$ cat src/rtl/mips_pkg.sv
// mips_pkg
// Shared definitions for the multi-cycle memory sequencer: FSM state
// encoding, bus error cause codes and the default request timeout.
package mips_pkg;

   typedef enum logic [2:0] {
      ST_IDLE   = 3'd0,
      ST_FETCH  = 3'd1,
      ST_DECODE = 3'd2,
      ST_DATA   = 3'd3,
      ST_COMMIT = 3'd4,
      ST_ERROR  = 3'd5
   } seq_state_t;

   localparam logic [1:0] ERR_NONE        = 2'b00;
   localparam logic [1:0] ERR_FETCH_TO    = 2'b01;
   localparam logic [1:0] ERR_DATA_TO     = 2'b10;
   localparam logic [1:0] ERR_RW_CONFLICT = 2'b11;

   localparam int DEFAULT_TIMEOUT = 255;

endpackage

$ cat src/rtl/mod_mem_sequencer_if.sv
// mod_mem_sequencer_if
// Single-ported memory bus shared by instruction fetch and data access.
//   mem_req   : request valid (sequencer -> memory)
//   mem_we    : 1 = write
//   mem_addr  : address
//   mem_wdata : write data
//   mem_rdata : read data (memory -> sequencer)
//   mem_ack   : completion, one cycle per request
interface mod_mem_sequencer_if #(
   parameter int ADDR_W = 32,
   parameter int DATA_W = 32
);
   logic              mem_req;
   logic              mem_we;
   logic [ADDR_W-1:0] mem_addr;
   logic [DATA_W-1:0] mem_wdata;
   logic [DATA_W-1:0] mem_rdata;
   logic              mem_ack;

   modport master (
      output mem_req, mem_we, mem_addr, mem_wdata,
      input  mem_rdata, mem_ack
   );

   modport slave (
      input  mem_req, mem_we, mem_addr, mem_wdata,
      output mem_rdata, mem_ack
   );
endinterface

$ cat src/rtl/mod_wait_timer.sv
// mod_wait_timer
// Counts request cycles that ended without an ack. Flags expiry in the
// TIMEOUT-th such cycle so the caller can leave the request state on
// that same edge.
//   clk, reset : clock, asynchronous active-low reset
//   i_clear    : hold counter at zero (no request outstanding)
//   i_enable   : current cycle is a request cycle without ack
//   o_count    : number of unacked request cycles so far
//   o_expired  : this unacked cycle is the TIMEOUT-th one
module mod_wait_timer #(
   parameter int TO_W    = 8,
   parameter int TIMEOUT = 255
) (
   input  logic            clk,
   input  logic            reset,
   input  logic            i_clear,
   input  logic            i_enable,
   output logic [TO_W-1:0] o_count,
   output logic            o_expired
);

   logic [TO_W-1:0] r_count;

   always_ff @(posedge clk or negedge reset) begin
      if (!reset)
         r_count <= '0;
      else if (i_clear)
         r_count <= '0;
      else if (i_enable)
         r_count <= r_count + TO_W'(1);
   end

   // r_count holds the unacked cycles already completed, so TIMEOUT-1
   // means the current unacked cycle is the TIMEOUT-th.
   assign o_expired = i_enable && (r_count == TO_W'(TIMEOUT - 1));
   assign o_count   = r_count;

endmodule

$ cat src/rtl/mod_mem_sequencer.sv
// mod_mem_sequencer
// Multi-cycle memory sequencer between the MIPS datapath and a single
// ported memory. Fetches the instruction, performs the optional load or
// store, then pulses commit so the core updates PC and register file.
//   clk, reset           : clock, asynchronous active-low reset
//   pc                   : current PC, stable from FETCH through COMMIT
//   core_mem_read/write  : decoded load/store request, sampled in DECODE
//   core_data_address    : load/store address, sampled in DECODE
//   core_wdata           : store data, sampled in DECODE
//   instruction, data    : registered fetched instruction / load data
//   commit               : one-cycle retire pulse
//   mem                  : memory bus (master side)
//   bus_error, err_cause : sticky error flag and its cause
//   instr_count          : retired-instruction counter
//
// state  | meaning
// IDLE   | after reset, fetch starts next cycle
// FETCH  | instruction read request at pc, wait for ack
// DECODE | core decodes latched instruction, no request
// DATA   | load/store request from captured registers, wait for ack
// COMMIT | commit pulse, retire counter increments
// ERROR  | terminal until reset, no requests, no commits
module mod_mem_sequencer
   import mips_pkg::*;
#(
   parameter int ADDR_W  = 32,
   parameter int DATA_W  = 32,
   parameter int TIMEOUT = DEFAULT_TIMEOUT,
   parameter int TO_W    = 8
) (
   input  logic              clk,
   input  logic              reset,
   input  logic [ADDR_W-1:0] pc,
   input  logic              core_mem_read,
   input  logic              core_mem_write,
   input  logic [ADDR_W-1:0] core_data_address,
   input  logic [DATA_W-1:0] core_wdata,
   output logic [DATA_W-1:0] instruction,
   output logic [DATA_W-1:0] data,
   output logic              commit,
   mod_mem_sequencer_if.master mem,
   output logic              bus_error,
   output logic [1:0]        err_cause,
   output logic [31:0]       instr_count
);

   seq_state_t        r_state;
   seq_state_t        w_state_nxt;
   logic [1:0]        r_err_cause;
   logic [1:0]        w_err_nxt;
   logic [DATA_W-1:0] r_instruction;
   logic [DATA_W-1:0] r_data;
   logic [ADDR_W-1:0] r_addr;
   logic [DATA_W-1:0] r_wdata;
   logic              r_we;
   logic [31:0]       r_instr_count;

   logic              w_mem_req;
   logic              w_mem_we;
   logic [ADDR_W-1:0] w_mem_addr;
   logic [DATA_W-1:0] w_mem_wdata;
   logic              w_commit;
   logic              w_ack;
   logic              w_expired;
   logic [TO_W-1:0]   w_wait_count;
   logic              w_rw_conflict;
   logic              w_rw_any;

   // ack only means something while a request is outstanding
   assign w_ack         = w_mem_req && mem.mem_ack;
   assign w_rw_conflict = core_mem_read && core_mem_write;
   assign w_rw_any      = core_mem_read || core_mem_write;

   mod_wait_timer #(
      .TO_W    (TO_W),
      .TIMEOUT (TIMEOUT)
   ) u_wait_timer (
      .clk       (clk),
      .reset     (reset),
      .i_clear   (!w_mem_req),
      .i_enable  (w_mem_req && !mem.mem_ack),
      .o_count   (w_wait_count),
      .o_expired (w_expired)
   );

   always_ff @(posedge clk or negedge reset) begin
      if (!reset)
         r_state <= ST_IDLE;
      else
         r_state <= w_state_nxt;
   end

   always_comb begin
      w_state_nxt = r_state;
      w_err_nxt   = r_err_cause;
      w_mem_req   = 1'b0;
      w_mem_we    = 1'b0;
      w_mem_addr  = '0;
      w_mem_wdata = '0;
      w_commit    = 1'b0;
      unique case (r_state)
         ST_IDLE: w_state_nxt = ST_FETCH;
         ST_FETCH: begin
            w_mem_req  = 1'b1;
            w_mem_addr = pc;
            if (mem.mem_ack) begin
               w_state_nxt = ST_DECODE;
            end else if (w_expired) begin
               w_state_nxt = ST_ERROR;
               w_err_nxt   = ERR_FETCH_TO;
            end
         end
         ST_DECODE: begin
            if (w_rw_conflict) begin
               w_state_nxt = ST_ERROR;
               w_err_nxt   = ERR_RW_CONFLICT;
            end else if (w_rw_any) begin
               w_state_nxt = ST_DATA;
            end else begin
               w_state_nxt = ST_COMMIT;
            end
         end
         ST_DATA: begin
            w_mem_req   = 1'b1;
            w_mem_we    = r_we;
            w_mem_addr  = r_addr;
            w_mem_wdata = r_wdata;
            if (mem.mem_ack) begin
               w_state_nxt = ST_COMMIT;
            end else if (w_expired) begin
               w_state_nxt = ST_ERROR;
               w_err_nxt   = ERR_DATA_TO;
            end
         end
         ST_COMMIT: begin
            w_commit    = 1'b1;
            w_state_nxt = ST_FETCH;
         end
         ST_ERROR: w_state_nxt = ST_ERROR;
         default:  w_state_nxt = ST_IDLE;
      endcase
   end

   always_ff @(posedge clk or negedge reset) begin
      if (!reset) begin
         r_err_cause   <= ERR_NONE;
         r_instruction <= '0;
         r_data        <= '0;
         r_addr        <= '0;
         r_wdata       <= '0;
         r_we          <= 1'b0;
         r_instr_count <= '0;
      end else begin
         r_err_cause <= w_err_nxt;
         if (r_state == ST_FETCH && w_ack)
            r_instruction <= mem.mem_rdata;
         if (r_state == ST_DECODE && w_rw_any && !w_rw_conflict) begin
            r_addr  <= core_data_address;
            r_wdata <= core_wdata;
            r_we    <= core_mem_write;
         end
         if (r_state == ST_DATA && w_ack && !r_we)
            r_data <= mem.mem_rdata;
         if (w_commit)
            r_instr_count <= r_instr_count + 32'd1;
      end
   end

   assign mem.mem_req   = w_mem_req;
   assign mem.mem_we    = w_mem_we;
   assign mem.mem_addr  = w_mem_addr;
   assign mem.mem_wdata = w_mem_wdata;

   assign instruction = r_instruction;
   assign data        = r_data;
   assign commit      = w_commit;
   assign bus_error   = (r_state == ST_ERROR);
   assign err_cause   = r_err_cause;
   assign instr_count = r_instr_count;

endmodule

$ cat src/flat_wrapper.sv
// flat-port wrapper written by rule: the top's interface ports become plain ports
module mod_mem_sequencer_flat import mips_pkg::*;
#(
   parameter int ADDR_W  = 32,
   parameter int DATA_W  = 32,
   parameter int TIMEOUT = DEFAULT_TIMEOUT,
   parameter int TO_W    = 8
)
  (clk, reset, pc, core_mem_read, core_mem_write, core_data_address, core_wdata, instruction, data, commit, bus_error, err_cause, instr_count, mem_mem_req, mem_mem_we, mem_mem_addr, mem_mem_wdata, mem_mem_rdata, mem_mem_ack);
  mod_mem_sequencer_if #(.ADDR_W(ADDR_W), .DATA_W(DATA_W)) mem_i ();
  input  logic clk;
  input  logic reset;
  input  logic [ADDR_W-1:0] pc;
  input  logic core_mem_read;
  input  logic core_mem_write;
  input  logic [ADDR_W-1:0] core_data_address;
  input  logic [DATA_W-1:0] core_wdata;
  output logic [DATA_W-1:0] instruction;
  output logic [DATA_W-1:0] data;
  output logic commit;
  output logic bus_error;
  output logic [1:0] err_cause;
  output logic [31:0] instr_count;
  output wire logic [$bits(mem_i.mem_req)-1:0] mem_mem_req;
  output wire logic [$bits(mem_i.mem_we)-1:0] mem_mem_we;
  output wire logic [$bits(mem_i.mem_addr)-1:0] mem_mem_addr;
  output wire logic [$bits(mem_i.mem_wdata)-1:0] mem_mem_wdata;
  input wire logic [$bits(mem_i.mem_rdata)-1:0] mem_mem_rdata;
  input wire logic [$bits(mem_i.mem_ack)-1:0] mem_mem_ack;
  assign mem_mem_req = mem_i.mem_req;
  assign mem_mem_we = mem_i.mem_we;
  assign mem_mem_addr = mem_i.mem_addr;
  assign mem_mem_wdata = mem_i.mem_wdata;
  assign mem_i.mem_rdata = mem_mem_rdata;
  assign mem_i.mem_ack = mem_mem_ack;
  mod_mem_sequencer #(.ADDR_W(ADDR_W), .DATA_W(DATA_W), .TIMEOUT(TIMEOUT), .TO_W(TO_W)) u_core (.clk(clk), .reset(reset), .pc(pc), .core_mem_read(core_mem_read), .core_mem_write(core_mem_write), .core_data_address(core_data_address), .core_wdata(core_wdata), .instruction(instruction), .data(data), .commit(commit), .mem(mem_i), .bus_error(bus_error), .err_cause(err_cause), .instr_count(instr_count));
endmodule
$ cat config.mk
export PLATFORM = sky130hd
export DESIGN_NAME = mod_mem_sequencer_flat
export DESIGN_NICKNAME = d
export VERILOG_FILES = /design/src/rtl/mips_pkg.sv /design/src/rtl/mod_mem_sequencer_if.sv /design/src/rtl/mod_wait_timer.sv /design/src/rtl/mod_mem_sequencer.sv /design/src/flat_wrapper.sv
export SDC_FILE = /design/constraint.sdc
export NUM_CORES = 1
export LEC_CHECK = 0
export ABC_AREA = 1
export BUFFER_PORTS_ARGS = -buffer_cell sky130_fd_sc_hd__buf_2
export CAP_MARGIN = 5
export CELL_PAD_IN_SITES_DETAIL_PLACEMENT = 0
export CELL_PAD_IN_SITES_GLOBAL_PLACEMENT = 1
export CORE_ASPECT_RATIO = 0.9
export CORE_MARGIN = 2
export CORE_UTILIZATION = 32
export DETAILED_ROUTE_END_ITERATION = 7
export GPL_TIMING_DRIVEN = 0
export HOLD_SLACK_MARGIN = 0.12
export PLACE_DENSITY = 0.75
export SYNTH_ARGS = -nofsm -noshare
export SYNTH_HDL_FRONTEND = slang
export SYNTH_SLANG_ARGS = --single-unit
$ cat constraint.sdc
create_clock -name clk -period 1.4 [get_ports clk]
set_input_delay 0.14 -clock clk [delete_from_list [all_inputs] [get_ports clk]]
set_output_delay 0.14 -clock clk [all_outputs]
set_load 0.03 [all_outputs]
==> results.cfg, run 1 <==
[drt]
viasPerCell = 4.59
drtPass1Iterations = 4
route.detailed.drc = 0
detail-route-antenna-nets = 0
drtIter0Drc = 370
wl_per_cell_um = 15.8
vias = 7790
wirelength_mm = 26.8

[pwr]
power_density_mw_per_mm2 = 1970
leakage_nw = 6.97
p_comb_share_pct = 51.6
seq_power_share_pct = 30.2
ir_drop_mv = 1.26
power.net_switching_w = 0.0115
internal_power_w = 0.0149
clockPowerShare_pct = 18.2
p_sw_share_pct = 43.7

[floorplanning]
start_util_pct = 32.4
dieHeight_um = 152
die-area_mm2 = 0.0257
core_mm2 = 0.0241
ios = 299
fp-row-count = 54
die_w_um = 169

[clocking]
h-tree-depth = 4
cts_tree = yes
cts_inserted_buffers = 17
clock_sinks = 174
root_buffer = clkbuf_16
insertion_delay_ns = 0.43
clk_path_buf_depth = 2
clk_pin_slew_ns = 0.07

[sta]
rsz0062_at_grt = yes
slew-limit-headroom_pct = 53.6
setup_ws_ns = -0.453
setup_viol = 214
holdWs_ns = 0.181
layout_min_cycle_time_ns = 1.85
skew_ns = 0.0112
maxSlewViolCount = 0
hold_viol = 0
timing.fmax_ghz = 0.540
fin_crit_sh_pct = 132
setup_tns_ns = -59.30
worstMarginPinSlew_ns = 0.695

[critical_path]
cp-start-kind = flop
cp_data_required_time_ns = 1.26
path_class = flop to primary output
worst-path-buf-inv = 4
cp-end-kind = primary output
r2r-start = u_core.r_state[1]$_DFF_PN0_
crit_slowest_cell = dfrtp_2
startpoint = u_core.r_state[1]$_DFF_PN0_
r2r_cells = 11
crit_arrival_ns = 1.71
worst-path-max-fanout = 8
cp.depth = 7
critPathTopFamily = buffers and inverters
slowest_delay_ns = 0.45
worstPathCellList = inv_2 -> nor2_4 -> nand2_8 -> inv_8 -> clkbuf_16 -> a22o_2 -> buf_6

[global_routing]
grt_pass1_wl_mm = 41.2
overflow = 0
grt_max_degree = 89
antenna_found_initial = 0
gr-usage-all-layers_pct = 20.2
grt_pass1_vias = 7822

[cells_and_area]
area_growth_pct = 71.5
antennaDiodeCount = 0
final_common_cell = buf_2
final_cell_mix = buf_2, nand2_1, dfrtp_1
drive_above_1_share_pct = 42.3
fin_area_mm2 = 0.0134
nets = 1516

[place]
dp_slack_ns = -0.427
hpwl_mm = 17.7
portBuffers = 298
place_area_mm2 = 0.00980
gp_congestion = 0.822

[run_status]
status = finished, violations left
violations = negative setup slack

[synthesis]
synth_nets = 1045
synth_area_mm2 = 0.00782
ys_ff_latch = 174
syn_area_per_cell_um2 = 8.62
synth-seq-area-share_pct = 55.7
synth.distinct_cells = 30
syn_inst = 907
ys_warn_count = 0

[job]
maxCapViolations = 0

[worst_hold_path]
hold_path.class = input port to flop
worstHoldStart = core_mem_read
hold_path_depth = 5
## sequential cells by signal, indices dropped and copies added, names as in the netlist
signal and flops:
u_core.data 32, u_core.instr_count 32, u_core.instruction 32, u_core.r_addr 32
u_core.r_wdata 32, u_core.u_wait_timer.o_count 8, u_core.r_state 3, u_core.err_cause 2
u_core.r_we 1
## routing by layer
metal | up-vias | GRT usage (%) | share of wire [%]
met2 | 216 | 35.0 | 51
met4 | 0 | 5.79 | 1.9
met5 | - | 0 | 0
li1 | 3806 | - | -
met1 | 3738 | 25.5 | 42
met3 | 30 | 3.90 | 4.5
## worst paths after layout
check | end | slack [ns]
min reg2reg | u_core.data[0]$_DFFE_PN0P_ | 0.48
min in group asynchronous | u_core.r_addr[20]$_DFFE_PN0P_ | 0.29
max in group asynchronous | u_core.instr_count[10]$_DFFE_PN0P_ | 0.18
max reg2reg | u_core.r_addr[6]$_DFFE_PN0P_ | -0.41
max | mem_mem_addr[20] | -0.45
min | u_core.r_state[1]$_DFF_PN0_ | 0.18
## logic make-up after synthesis
family	Yosys count	synth area share, %
DFF	174	55.7
and+or+nand+nor	339	17.9
xor gates and xnor gates	20	2.24
AOI/OAI and AO/OA	181	13.3
buffers and inverters	188	10.1
adders and majority gates	5	0.800
## cell type report
class                      count  area, um^2
buffer                        31         379
multi-input combinational    546        3450
sequential                   174        4370
clock inverter                13         135
inverter                     152         586
tap                          308         385
fill                        2172       10700
timing repair buffer         456        3640
clock buffer                  19         453
## cell usage after synthesis, drive strengths merged
cell type | count | share of area (%)
nor2 | 99 | 5.0
a22o | 32 | 3.6
nor4 | 1 | 0.080
dfrtp | 174 | 56
o21ai | 108 | 6.9
ha | 5 | 0.80
xnor2 | 10 | 1.1
clkbuf | 7 | 0.34
nand4 | 7 | 0.56
o221a | 1 | 0.14
nand3b | 4 | 0.38
and3b | 1 | 0.11
nand3 | 27 | 1.9
nand2 | 194 | 9.4
xor2 | 10 | 1.1
o221ai | 1 | 0.11
a21oi | 38 | 2.4
buf | 29 | 2.4
inv | 152 | 7.3
nor3 | 6 | 0.45
o22ai | 1 | 0.080
## through the flow
step | power, W | utilization, % | instances
after floorplan | 0.0144 | - | 907
after CTS | 0.0251 | 51.8 | 1674
final | 0.0264 | 55.6 | 1699
after detailed placement | 0.0177 | 40.6 | 1514
after global placement | 0.0175 | 40.5 | 1513
after global routing | 0.0278 | 55.6 | 1699
## power by group through the flow
stage	Clock, W	Combinational (W)	Sequential (W)
after global placement	0	0.00965	0.00789
final	0.00481	0.0136	0.00796
after floorplan	0	0.00485	0.00958
after global routing	0.00514	0.0145	0.00815
after detailed placement	0	0.00980	0.00791
after CTS	0.00492	0.0123	0.00786
## repair_timing
action	in CTS	in global routing
setup endpoints to repair	230	243
hold endpoints to repair	217	0
pin swaps	16	34
gates resized for setup	254	203
gates cloned	12	5
hold buffers	99	0
buffers inserted	18	26
## worst min-delay path, stage by stage
cell and delay (ns):
buf_2 0.11, inv_1 0.05, ha_1 0.15, nand2_1 0.05, nand3_1 0.07
Note: power is estimated with default switching activity, not from simulation.
==> run 2: changes to the inputs <==
CORE_UTILIZATION = 35   (was 32)
PLACE_DENSITY = 0.78   (was 0.75)
clock period = 1.74 ns   (was 1.4 ns; I/O delays follow)
==> results.cfg, run 2 (synthesized netlist as in run 1, its figures left out) <==
[cells_and_area]
drive_above_1_share_pct = 36.8
seq_area_mm2 = 0.00436
final_util_pct = 58.2
final_common_cell = buf_2
antennaDiodeCount = 0
multiInputGateArea_mm2 = 0.00317
fillers = 1942
nets = 1489
final_cell_mix = buf_2, dfrtp_1, nand2_1
fin_area_mm2 = 0.0127
area_growth_pct = 61.9

[critical_path]
crit_slowest_cell = dfrtp_1
cp-end-kind = primary output
cp_data_required_time_ns = 1.57
crit_arrival_ns = 1.73
worst-path-max-fanout = 10
slowest_delay_ns = 0.41
worstPathCellList = inv_2 -> nor2_4 -> nand2_8 -> clkinv_8 -> buf_8 -> a22o_1 -> buf_6
cp-start-kind = flop
path_class = flop to primary output

[drt]
vias = 7546
drtIter0Drc = 298
drtPass1Iterations = 4
wirelength_mm = 25.3
route.detailed.drc = 0
viasPerCell = 4.56
detail-route-antenna-nets = 0
wl_per_cell_um = 15.3

[floorplanning]
die_w_um = 162
start_util_pct = 35.9
dieHeight_um = 146
fp-row-count = 51
ios = 299
die-area_mm2 = 0.0235
core_mm2 = 0.0218

[sta]
slew-limit-headroom_pct = 59.2
layout_min_cycle_time_ns = 1.90
skew_ns = 0.0147
hold_viol = 0
fin_crit_sh_pct = 109
timing.fmax_ghz = 0.526
setup_ws_ns = -0.161
rsz0062_at_grt = yes
setup_viol = 100
maxSlewViolCount = 0
worstMarginPinSlew_ns = 0.612

[run_status]
status = finished, violations left
violations = negative setup slack

[global_routing]
overflow = 0
antenna_found_initial = 0
gr-usage-all-layers_pct = 20.6
grt_max_degree = 115
grt_pass1_vias = 7652
grt_pass1_wl_mm = 39.0

[pwr]
leakage_nw = 6.69
ir_drop_mv = 1.04
power_density_mw_per_mm2 = 1590

[clocking]
clock_sinks = 174
h-tree-depth = 4
clk_pin_slew_ns = 0.06
cts_inserted_buffers = 17
clk_path_buf_depth = 2
insertion_delay_ns = 0.43
root_buffer = clkbuf_16
cts_tree = yes

[job]
maxCapViolations = 0

[place]
gp_congestion = 0.803
place_area_mm2 = 0.00971
portBuffers = 298
hpwl_mm = 17.1

[worst_hold_path]
hold_path.class = input port to flop
==> run 2: changes by cell type in the layout (fill, tap and decap cells not counted), sizes merged <==
cell,delta
clkbuf,+4
inv,-4
clkinvlp,+1
nand3,-1
clkinv,+3
buf,-30
==> run 2: final timing paths <==
path                                                              end  cells past startpoint                                        from  slack, ns
max in group asynchronous                 u_core.r_state[2]$_DFF_PN0_                      3                                       reset       0.50
max reg2reg                            u_core.r_wdata[24]$_DFFE_PN0P_                     10                 u_core.r_state[1]$_DFF_PN0_      -0.05
min                                       u_core.r_state[1]$_DFF_PN0_                      5                               core_mem_read       0.24
max                                                  mem_mem_addr[11]                      7                 u_core.r_state[1]$_DFF_PN0_      -0.16
min reg2reg                u_core.u_wait_timer.o_count[7]$_DFFE_PN0P_                      1  u_core.u_wait_timer.o_count[7]$_DFFE_PN0P_       0.47
min in group asynchronous           u_core.instruction[8]$_DFFE_PN0P_                      2                                       reset       0.27
==> run 2: layout make-up <==
class,count,share of cell area [%]
buffer,36,3.05
clock buffer,19,3.58
clock inverter,13,0.959
inverter,152,4.65
multi-input combinational,545,25.0
sequential,174,34.4
tap,291,2.88
timing repair buffer,425,25.5
==> run 2: report_power, final <==
| group | internal (W) | switching, W | total (W) |
|---|---|---|---|
| Sequential | 0.00551 | 0.000845 | 0.00636 |
| Combinational | 0.00388 | 0.00618 | 0.0101 |
| Clock | 0.00197 | 0.00177 | 0.00374 |
==> run 2: layer usage <==
layer  part of all wire (%)  global-route usage (%)
met3                    5.1                    4.30
met2                     50                    34.7
met5                      0                       0
met1                     42                    25.9
met4                    3.2                    8.08
==> run 2: what timing repair did <==
item                                    4_1_cts  5_1_grt
hold endpoints to repair                    190        0
gates resized for setup                     124      218
cloned                                        1       10
endpoints found under the setup margin       94      145
hold buffers                                 99        0
pin swaps                                     5       19
setup buffers                                11        5
==> run 2: through the flow <==
stage | setup slack (ns) | setup TNS (ns) | hold slack [ns] | std cells | total power [W]
final | -0.161 | -5.81 | 0.244 | 1655 | 0.0201
after global routing | -0.211 | -16.30 | 0.260 | 1655 | 0.0213
after CTS | -0.139 | -5.28 | 0.219 | 1640 | 0.0191
after detailed placement | -0.210 | -4.41 | 0.144 | 1497 | 0.0141
after global placement | -2.45 | -426.24 | 0.413 | 1496 | 0.0140
after floorplan | 0.126 | 0 | -0.122 | 907 | 0.0115
==> run 2: critical path: cells and delay by family (launching register included) <==
kind	cells	cell delay [ns]
AOI/OAI and AO/OA	1	0.18
and+or+nand+nor	2	0.26
buffers and inverters	4	0.44
DFF	1	0.41
==> run 3: changes to the inputs <==
PLACE_DENSITY = 0.82   (was 0.78)
==> results.cfg, run 3 (synthesized netlist as in run 1, its figures left out) <==
[floorplanning]
die-area_mm2 = 0.0235
fp-row-count = 51
core_mm2 = 0.0218
ios = 299
die_w_um = 162
start_util_pct = 35.9
dieHeight_um = 146

[drt]
vias = 7611
wirelength_mm = 24.4
wl_per_cell_um = 14.8
detail-route-antenna-nets = 0
drtIter0Drc = 343
drtPass1Iterations = 7
viasPerCell = 4.62
route.detailed.drc = 0

[clocking]
insertion_delay_ns = 0.43
clk_pin_slew_ns = 0.07
cts_inserted_buffers = 17
clk_path_buf_depth = 2
cts_tree = yes
clock_sinks = 174
h-tree-depth = 4
root_buffer = clkbuf_16

[critical_path]
r2r_cells = 9
crit_arrival_ns = 1.74
cp_data_required_time_ns = 1.57
cp-end-kind = primary output
worst-path-max-fanout = 10
cp-start-kind = flop
r2r-start = u_core.r_state[0]$_DFF_PN0_
r2r_slack_ns = -0.02
path_class = flop to primary output
reg2reg_to = u_core.instr_count[26]$_DFFE_PN0P_

[sta]
setup_tns_ns = -8.59
maxSlewViolCount = 0
fin_crit_sh_pct = 110
holdWs_ns = 0.206
skew_ns = 0.0175
rsz0062_at_grt = yes
layout_min_cycle_time_ns = 1.92
setup_ws_ns = -0.175
timing.fmax_ghz = 0.522
hold_viol = 0
worstMarginPinSlew_ns = 0.554
setup_viol = 67
slew-limit-headroom_pct = 63.1

[cells_and_area]
fillers = 1976
drive_above_1_share_pct = 31.6
area_growth_pct = 54.4
final_common_cell = buf_2
final_cell_mix = buf_2, nand2_1, dfrtp_1
nets = 1482

[run_status]
violations = negative setup slack
status = finished, violations left

[global_routing]
grt_max_degree = 108
antenna_found_initial = 1
grt_pass1_wl_mm = 38.9
overflow = 0
gr-usage-all-layers_pct = 20.7
grt_pass1_vias = 7561

[job]
maxCapViolations = 0

[place]
hpwl_mm = 17.0
portBuffers = 298
gp_congestion = 0.808

[worst_hold_path]
hold_path.class = input port to flop
hold_path_depth = 5
worstHoldStart = core_mem_read
min_to = u_core.r_state[1]$_DFF_PN0_

[pwr]
finalPower_w = 0.0195
ir_drop_mv = 0.931
leakage_nw = 6.53
power_density_mw_per_mm2 = 1610
-- run 3: stage by stage --
stage	instances	setup WS (ns)	cell area (um^2)	utilization, %
floorplan	907	0.126	7820	-
global placement	1496	-2.37	9670	44.5
detailed placement	1497	-0.221	9710	44.6
CTS	1643	-0.150	11800	54.3
global route	1649	-0.255	12100	55.5
finish	1649	-0.175	12100	55.5
-- run 3: worst max-delay path by stage --
| stage | startpoint | endpoint | slack [ns] | depth (start not counted) |
|---|---|---|---|---|
| 2_1_floorplan | u_core.instr_count[1]$_DFFE_PN0P_ | u_core.instr_count[30]$_DFFE_PN0P_ | 0.13 | 8 |
| 3_3_place_gp | reset | u_core.r_addr[2]$_DFFE_PN0P_ | -2.37 | 1 |
| 3_5_place_dp | u_core.r_state[2]$_DFF_PN0_ | mem_mem_addr[28] | -0.22 | 6 |
| 4_1_cts | u_core.r_state[1]$_DFF_PN0_ | mem_mem_addr[28] | -0.15 | 6 |
| 5_1_grt | u_core.r_state[1]$_DFF_PN0_ | mem_mem_wdata[16] | -0.26 | 6 |
| 6_report | u_core.r_state[1]$_DFF_PN0_ | mem_mem_wdata[16] | -0.18 | 6 |
-- run 3: report_power, final --
part	leakage [nW]	switching (W)	total (W)	internal (W)
Combinational	4.08	0.00592	0.00942	0.00350
Sequential	2.17	0.000780	0.00629	0.00551
Clock	0.285	0.00182	0.00377	0.00196
Total	6.53	0.00852	0.0195	0.0110
-- run 3: worst max-delay path: stages, from the launching register on --
cell and delay [ns]:
dfrtp_1 0.43, inv_2 0.08, nor2_4 0.16, nand2_8 0.10, clkbuf_4 0.21, nor2_1 0.14
buf_4 0.19
-- run 3: what timing repair did --
item	in CTS	in global routing
pin swaps	8	13
resized for setup	139	63
setup endpoints to repair	83	139
endpoints found under the hold margin	197	0
gates cloned	1	1
hold buffers	99	0
setup buffers	14	5
-- run 3: area by class of cell --
type / count / area [um^2] / area share, %
inverter: 152 / 586 / 4.85
clock inverter: 14 / 138 / 1.14
multi-input combinational: 545 / 2830 / 23.4
timing repair buffer: 418 / 3030 / 25.1
antenna: 1 / 2.50 / 0.0207
clock buffer: 18 / 439 / 3.64
buffer: 36 / 327 / 2.71
sequential: 174 / 4360 / 36.1
tap: 291 / 364 / 3.02
-- run 3: metal layers --
layer / vias up / routed length [um] / track usage (%) / share of wire (%)
li1: 3737 / - / - / -
met1: 3604 / 10300 / 25.8 / 42
met2: 229 / 12300 / 35.4 / 50
met3: 41 / 1180 / 4.27 / 4.8
met4: 0 / 689 / 7.59 / 2.8
met5: - / 0 / 0 / 0
